### src/rtl/synchronous_fifo_pkg.sv
// rtl/synchronous_fifo_pkg.sv - shared defaults and sizing helper for synchronous_fifo
package synchronous_fifo_pkg;

  localparam int DEFAULT_DATA_WIDTH = 8;
  localparam int DEFAULT_DEPTH      = 8;

  // Occupancy counter must hold 0..depth inclusive, hence one bit above the pointer width
  function automatic int cnt_width(input int depth);
    return $clog2(depth) + 1;
  endfunction

endpackage

### src/rtl/fifo_mem.sv
// rtl/fifo_mem.sv - DEPTH x DATA_WIDTH register array, sync write port, registered read port
module fifo_mem #(
  parameter int DATA_WIDTH = 8,
  parameter int DEPTH      = 8,
  parameter int ADDR_W     = $clog2(DEPTH)
) (
  input  logic                  clk,
  input  logic                  rst,
  input  logic                  we,
  input  logic [ADDR_W-1:0]     waddr,
  input  logic [DATA_WIDTH-1:0] wdata,
  input  logic                  re,
  input  logic [ADDR_W-1:0]     raddr,
  output logic [DATA_WIDTH-1:0] rdata
);

  logic [DATA_WIDTH-1:0] mem_q [DEPTH];
  logic [DATA_WIDTH-1:0] rdata_q;

  // Storage is deliberately left out of reset; only words that were written are ever read
  always_ff @(posedge clk) begin
    if (we) begin
      mem_q[waddr] <= wdata;
    end
  end

  // Read word is captured on the accepting edge and held until the next accepted read
  always_ff @(posedge clk or posedge rst) begin
    if (rst) begin
      rdata_q <= '0;
    end else if (re) begin
      rdata_q <= mem_q[raddr];
    end
  end

  assign rdata = rdata_q;

endmodule

### src/rtl/synchronous_fifo.sv
// rtl/synchronous_fifo.sv - single-clock FIFO with counter-based flags; optional SYNC_FIFO_ERR_FLAGS_EN
module synchronous_fifo
  import synchronous_fifo_pkg::*;
#(
  parameter int DATA_WIDTH = DEFAULT_DATA_WIDTH,
  parameter int DEPTH      = DEFAULT_DEPTH
) (
  input  logic                  clk,
  input  logic                  rst_n,
  input  logic                  w_en,
  input  logic                  r_en,
  input  logic [DATA_WIDTH-1:0] data_in,
  output logic [DATA_WIDTH-1:0] data_out,
  output logic                  full,
`ifdef SYNC_FIFO_ERR_FLAGS_EN
  output logic                  overflow,
  output logic                  underflow,
`endif
  output logic                  empty
);

  localparam int PTR_W = $clog2(DEPTH);
  localparam int CNT_W = cnt_width(DEPTH);

  logic [PTR_W-1:0] wr_ptr_q, wr_ptr_d;
  logic [PTR_W-1:0] rd_ptr_q, rd_ptr_d;
  logic [CNT_W-1:0] count_q, count_d;
  logic             wr_acc;
  logic             rd_acc;

  // Flags decode straight from the registered count so they never glitch within a cycle
  assign full   = (count_q == CNT_W'(DEPTH));
  assign empty  = (count_q == '0);
  assign wr_acc = w_en && !full;
  assign rd_acc = r_en && !empty;

  // Next-state for pointers and occupancy; simultaneous accepted push and pop cancel out
  always_comb begin
    wr_ptr_d = wr_ptr_q;
    rd_ptr_d = rd_ptr_q;
    count_d  = count_q;
    if (wr_acc) begin
      wr_ptr_d = wr_ptr_q + PTR_W'(1);
    end
    if (rd_acc) begin
      rd_ptr_d = rd_ptr_q + PTR_W'(1);
    end
    if (wr_acc && !rd_acc) begin
      count_d = count_q + CNT_W'(1);
    end else if (rd_acc && !wr_acc) begin
      count_d = count_q - CNT_W'(1);
    end
  end

  // Pointer and occupancy registers, discarded immediately on reset
  always_ff @(posedge clk or posedge rst_n) begin
    if (rst_n) begin
      wr_ptr_q <= '0;
      rd_ptr_q <= '0;
      count_q  <= '0;
    end else begin
      wr_ptr_q <= wr_ptr_d;
      rd_ptr_q <= rd_ptr_d;
      count_q  <= count_d;
    end
  end

  fifo_mem #(
    .DATA_WIDTH (DATA_WIDTH),
    .DEPTH      (DEPTH),
    .ADDR_W     (PTR_W)
  ) u_mem (
    .clk   (clk),
    .rst   (rst_n),
    .we    (wr_acc),
    .waddr (wr_ptr_q),
    .wdata (data_in),
    .re    (rd_acc),
    .raddr (rd_ptr_q),
    .rdata (data_out)
  );

`ifdef SYNC_FIFO_ERR_FLAGS_EN
  logic overflow_q;
  logic underflow_q;

  // Sticky error flags: any request that had to be dropped is remembered until reset
  always_ff @(posedge clk or posedge rst_n) begin
    if (rst_n) begin
      overflow_q  <= 1'b0;
      underflow_q <= 1'b0;
    end else begin
      if (w_en && full) begin
        overflow_q <= 1'b1;
      end
      if (r_en && empty) begin
        underflow_q <= 1'b1;
      end
    end
  end

  assign overflow  = overflow_q;
  assign underflow = underflow_q;
`endif

endmodule

### config.mk
export PLATFORM = sky130hd
export DESIGN_NAME = synchronous_fifo
export DESIGN_NICKNAME = d
export VERILOG_FILES = /design/src/rtl/synchronous_fifo_pkg.sv /design/src/rtl/fifo_mem.sv /design/src/rtl/synchronous_fifo.sv
export SDC_FILE = /design/constraint.sdc
export NUM_CORES = 1
export LEC_CHECK = 0
export CAP_MARGIN = 20
export CORE_ASPECT_RATIO = 0.75
export CORE_MARGIN = 3
export CORE_UTILIZATION = 50
export CTS_CLUSTER_SIZE = 14
export DETAILED_ROUTE_END_ITERATION = 8
export PLACE_DENSITY = 0.72
export SETUP_SLACK_MARGIN = 0.3
export SYNTH_ARGS = -nofsm -noshare
export SYNTH_HDL_FRONTEND = slang
export SYNTH_SLANG_ARGS = --single-unit
export TNS_END_PERCENT = 100
### constraint.sdc
create_clock -name clk -period 2.65 [get_ports clk]
set_input_delay 0.795 -clock clk [delete_from_list [all_inputs] [get_ports clk]]
set_output_delay 0.795 -clock clk [all_outputs]
set_load 0.1 [all_outputs]
==> results.cfg, run 1 <==
[min_path]
min_path_type = reg -> reg

[grt]
antenna_found_initial = 0
grtUsageTotal = 0.167
grt_max_degree = 35
grt_overflow_total = 0
grt_pass1_vias = 1858
grt_pass1_wl_um = 9590

[critical_path]
crit_fanout = 4
crit_chain = clkdlybuf4s50_1 -> a21boi_2 -> ha_4 -> inv_4 -> ha_4 -> a21o_1 -> a2111oi_2 -> o31ai_1
cp.arrival_ps = 2490
path_class = in -> reg
required_ps = 2880
start_kind = primary input
end_kind = register
timing.critical_path.slowest_cell_delay_ps = 440
critical_path.slowest_cell = clkdlybuf4s50_1
cp.buffers_inverters = 2
cpLargestDelayFamily = compound AO/OA/AOI/OAI gates
cp_common_cell = ha_4

[timing]
max_freq_ghz = 0.443
slew_headroom = 0.489
finalCritPeriodShare = 0.852
slew_violations = 0
setup_tns_ps = 0
period_minus_slack_ps = 2260
rsz0062_at_grt = false
worst_slew_pin_slew_ps = 765
hold_viol = 0
finClkSkew_ps = 11.8
setup-violations-final = 0

[layout]
final_cell_mix = edfxtp_1 (64), buf_4 (21), mux2_2 (19)
n_antenna_cell = 0
mostFrequentLayoutCell = edfxtp_1
drive_above_1_share = 0.282
fin_nets = 265
syn_to_final_growth_pct = 17.8

[synthesis]
synth_cells = 210
synth-main-ff-cell = edfxtp_1
synth_async_sr_flop_share = 0.220
synth_area_um2 = 3390
synth_edf_count = 64
synth-seq-area-share = 0.700
syn_area_per_cell_um2 = 16.1
synthesis.nets = 228
synth_warnings = 0
synth.distinct_cells = 33
synth_seq_cells = 82

[route]
avgViaCountPerCell = 5.47
dr.pass1.iters = 5
drt_iter0_markers = 75
ant_nets = 0
wl_per_cell_um = 17.4
vias = 1823
drc_errors = 0
totalWireLength_um = 5790

[cts]
cts_resized = 1
cts_num_sinks = 82
cts-buffers-inserted = 9
clk_latency_ps = 350
post-cts-setup-buffers = 0
cts_tree = built
cts.clk_slew.worst_paths_ps = 70
clk_path_buf_depth = 2
clockRootBuffer = clkbuf_8
h-tree-depth = 3
cts_hold_buf = 0

[pwr]
peakVddDrop_v = 0.000585
clkPwrFrac = 0.175
p_leak_uw = 0.00145
power.total_uw = 4780
combPwrFrac = 0.428
internal_power_uw = 2910
swShare = 0.391
p_per_area_nw_per_um2 = 1200
p_seq_frac = 0.397
switching_power_uw = 1870

[outcome]
outcome = finished, final reports clean

[floorplanning]
pin_count = 22
die_w_um = 101
core_area_um2 = 6440
die_area_um2 = 7810
num_rows = 25
die_h_um = 77.3
start_util = 0.526

[run]
cap_violations = 0

[placement]
hpwl_um = 4100
globalplace.congestion = 0.748
io_buffer_count = 21
-- state kept, by name, summed over array words and instances (netlist names) --
name and flops:
u_mem.mem_q 64, rd_ptr_q 3, u_mem.rdata 8, count_q 4
wr_ptr_q 3
-- metrics by stage --
step           hold WS [ps]   util  std cells  setup WS, ps  instance area, um2
5_1_grt                 528  0.620        333           311                3990
6_report                487  0.620        333           392                3990
4_1_cts                 495  0.619        333           339                3990
2_1_floorplan           480      -        210          -467                3470
3_3_place_gp            471  0.590        317          63.2                3800
3_5_place_dp            479  0.590        317          27.4                3800
-- path summary, 6_finish.rpt --
check                                           start                          to  slack, ps  cells past startpoint
max                                              w_en      count_q[3]$_DFFE_PP0P_        390                      8
min                        u_mem.rdata[4]$_DFFE_PP0P_  u_mem.rdata[4]$_DFFE_PP0P_        490                      2
max reg2reg                    count_q[2]$_DFFE_PP0P_      count_q[3]$_DFFE_PP0P_        500                      8
min reg2reg                u_mem.rdata[4]$_DFFE_PP0P_  u_mem.rdata[4]$_DFFE_PP0P_        490                      2
max in group asynchronous                       rst_n      count_q[1]$_DFFE_PP0P_       1320                      2
min in group asynchronous                       rst_n  u_mem.rdata[1]$_DFFE_PP0P_        840                      2
-- worst reg2reg max path, cell delays in order (launching register included) --
cell       delay [ps]
dfrtp_2           470
nor4_4            370
nand2b_4          210
ha_4              140
inv_4              50
ha_4              200
a21o_1            190
a2111oi_2         310
o31ai_1           100
-- per-layer routing --
layer	up-vias	wire length, um	global-route usage
met5	-	0	0
met4	0	100	0.0651
met3	8	205	0.0518
met2	26	2730	0.253
met1	912	2750	0.226
li1	877	-	-
-- kinds of logic after synthesis --
logic type               Yosys count  share of synthesized area
XOR/XNOR                           6                     0.0155
AO/OA/AOI/OAI                     30                     0.0646
AND/OR/NAND/NOR                   38                     0.0532
adder cells (fa/ha/maj)            6                     0.0244
flip-flops                        82                      0.700
multiplexers                      36                      0.113
buffers and inverters             12                     0.0288
-- synth_stat cells, types with 5 or more instances --
cell | instances | area share
dfrtp_1 | 18 | 0.13
nand2_1 | 15 | 0.017
edfxtp_1 | 64 | 0.57
mux2_2 | 19 | 0.063
mux2i_1 | 17 | 0.050
nand2b_1 | 5 | 0.0092
nor3_1 | 5 | 0.0074
o22ai_1 | 8 | 0.015
o21ai_1 | 7 | 0.010
nor2_1 | 8 | 0.0089
a221o_1 | 8 | 0.024
ha_1 | 5 | 0.018
-- power by group through the flow --
stage	Sequential, uW	Combinational [uW]	Clock, uW
floorplan	2330	1210	0
global placement	1910	2020	0
detailed placement	1920	2070	0
CTS	1900	2070	865
global route	1930	2200	930
finish	1900	2050	838
-- layout make-up --
| type | instances | area, um2 |
|---|---|---|
| fillers | 515 | 2450 |
| flip-flops and latches | 82 | 2380 |
| multi-input cells | 116 | 987 |
| repair buffers | 35 | 328 |
| clock buffers | 10 | 128 |
| well taps | 81 | 101 |
| clock inverters | 6 | 58.8 |
| inverters | 3 | 13.8 |
No activity file was read; power rests on OpenSTA's default activity.
==> run 2, diff against run 1 <==
--- a/config.mk
+++ b/config.mk
@@ -6,7 +6,6 @@
 export NUM_CORES = 1
 export LEC_CHECK = 0
 export CAP_MARGIN = 20
-export CORE_ASPECT_RATIO = 0.75
 export CORE_MARGIN = 3
 export CORE_UTILIZATION = 50
 export CTS_CLUSTER_SIZE = 14
==> run 2 against run 1 <==
  * Maximum frequency about the same
  * Critical path depth up 1
  * Flip-flop and latch count unchanged
  * Hold slack better by 2.8 ps
  * Cell count down 0.60%
  * Setup slack worse by 1.9 ps
  * Non-clock buffer count up 2
  * Register-to-register slack worse by 40 ps
  * Wire length down 0.62%
  * Combinational power about the same
  * Count of clock-buffer cells in the layout unchanged
  * Critical path type unchanged
  * Largest power group unchanged
==> results.cfg, run 2 (synthesis gave the netlist of run 1 again) <==
[grt]
grt_pass1_wl_um = 9220
grtUsageTotal = 0.165
grt_pass1_vias = 1844
antenna_found_initial = 0
grt_max_degree = 35
grt_overflow_total = 0

[timing]
finalCritPeriodShare = 0.853
setup-violations-final = 0
period_minus_slack_ps = 2260
finClkSkew_ps = 7.61
worst_slew_pin_slew_ps = 674
slew_headroom = 0.550
slew_violations = 0
fin_hold_ws_ps = 489
hold_viol = 0
max_freq_ghz = 0.443
setup_tns_ps = 0
rsz0062_at_grt = true

[cts]
clockRootBuffer = clkbuf_8
clk_latency_ps = 350
h-tree-depth = 3
cts-buffers-inserted = 9
cts_tree = built
post-cts-setup-buffers = 0
clk_path_buf_depth = 2
cts.clk_slew.worst_paths_ps = 80
cts_num_sinks = 82

[layout]
fin_util = 0.627
mostFrequentLayoutCell = edfxtp_1
n_antenna_cell = 0
fillers = 477
fin_cells = 331
final_cell_mix = edfxtp_1 (64), buf_4 (23), mux2_2 (19)
fin_nets = 267
syn_to_final_growth_pct = 19.5
regMostFlops = u_mem.mem_q
drive_above_1_share = 0.291
largest_reg_flops = 64

[pwr]
p_seq_frac = 0.384
combPwrFrac = 0.421
internal_power_uw = 3030
p_per_area_nw_per_um2 = 1220
switching_power_uw = 1910
peakVddDrop_v = 0.000547
p_leak_uw = 0.00149
swShare = 0.386
clkPwrFrac = 0.195

[min_path]
min_path_type = reg -> reg
whs_endpoint = u_mem.rdata[3]$_DFFE_PP0P_
hold_start = u_mem.rdata[3]$_DFFE_PP0P_
hold_depth = 2

[critical_path]
path_class = in -> reg
crit_fanout = 4
r2r_end = count_q[3]$_DFFE_PP0P_
reg2reg_depth = 9
end_kind = register
r2r_start = count_q[2]$_DFFE_PP0P_
start_kind = primary input
cp.arrival_ps = 2490
regToRegSetupSlack_ps = 460
required_ps = 2890

[route]
totalWireLength_um = 5750
drc_errors = 0
vias = 1793
ant_nets = 0
dr.pass1.iters = 4
drt_iter0_markers = 66
avgViaCountPerCell = 5.42
wl_per_cell_um = 17.4

[run]
cap_violations = 0

[placement]
io_buffer_count = 21
hpwl_um = 3900
globalplace.congestion = 0.752
placedCellCount = 315

[floorplanning]
die_w_um = 88.3
core_area_um2 = 6460
start_util = 0.525
die_area_um2 = 7800
die_h_um = 88.3
num_rows = 29
pin_count = 22

[outcome]
outcome = finished, final reports clean
[run 2: layout make-up]
cell class / count / area, um2 / share of cell area
Clock buffer: 10 / 128 / 0.0315
Multi-Input combinational cell: 116 / 1000 / 0.247
Sequential cell: 82 / 2380 / 0.587
Clock inverter: 6 / 90.1 / 0.0223
Inverter: 3 / 13.8 / 0.00340
Tap cell: 77 / 96.3 / 0.0238
Timing Repair Buffer: 37 / 343 / 0.0847
[run 2: how the worst max path moves through the flow]
stage                                 from                     end  slack [ps]  depth (start not counted)
CTS                 count_q[0]$_DFFE_PP0P_                    full         350                          3
global placement                      w_en  count_q[3]$_DFFE_PP0P_          60                          9
detailed placement                    w_en  count_q[3]$_DFFE_PP0P_         -20                          9
finish                                w_en  count_q[3]$_DFFE_PP0P_         390                          9
global route                          w_en  count_q[3]$_DFFE_PP0P_         280                          8
floorplan           count_q[2]$_DFFE_PP0P_  count_q[3]$_DFFE_PP0P_        -470                         10
[run 2: per-layer routing]
layer  up-vias  track usage  wire length [um]
li1        879            -                 -
met2        40        0.249              2690
met3        11       0.0503               289
met5         -            0                 0
met4         0       0.0852               136
met1       863        0.218              2640
[run 2: power by group through the flow]
| stage | logic, uW | clock network, uW | registers (uW) |
|---|---|---|---|
| floorplan | 1210 | 0 | 2330 |
| global placement | 2050 | 0 | 1900 |
| detailed placement | 2090 | 0 | 1910 |
| CTS | 2100 | 986 | 1890 |
| global route | 2250 | 1040 | 1930 |
| finish | 2080 | 963 | 1900 |
[run 2: metrics by stage]
stage               cell area [um2]  power (uW)  worst slack [ps]
floorplan                      3470        3540              -467
global placement               3810        3950              64.9
detailed placement             3810        4010             -23.0
CTS                            4030        4970               346
global route                   4050        5220               279
finish                         4050        4940               391
[run 2: timing repair]
action | in CTS | in global routing
setup endpoints to repair | 1 | 1
hold endpoints to repair | 0 | 0
resized for setup | 1 | 3
hold buffers | 0 | 0
[run 2: worst max-delay path: stages]
cell and delay, ps:
clkdlybuf4s50_1 450, a21boi_4 210, ha_4 170, inv_4 50, ha_4 200, a21o_1 190
a21oi_2 140, mux2i_1 200, o31ai_1 90
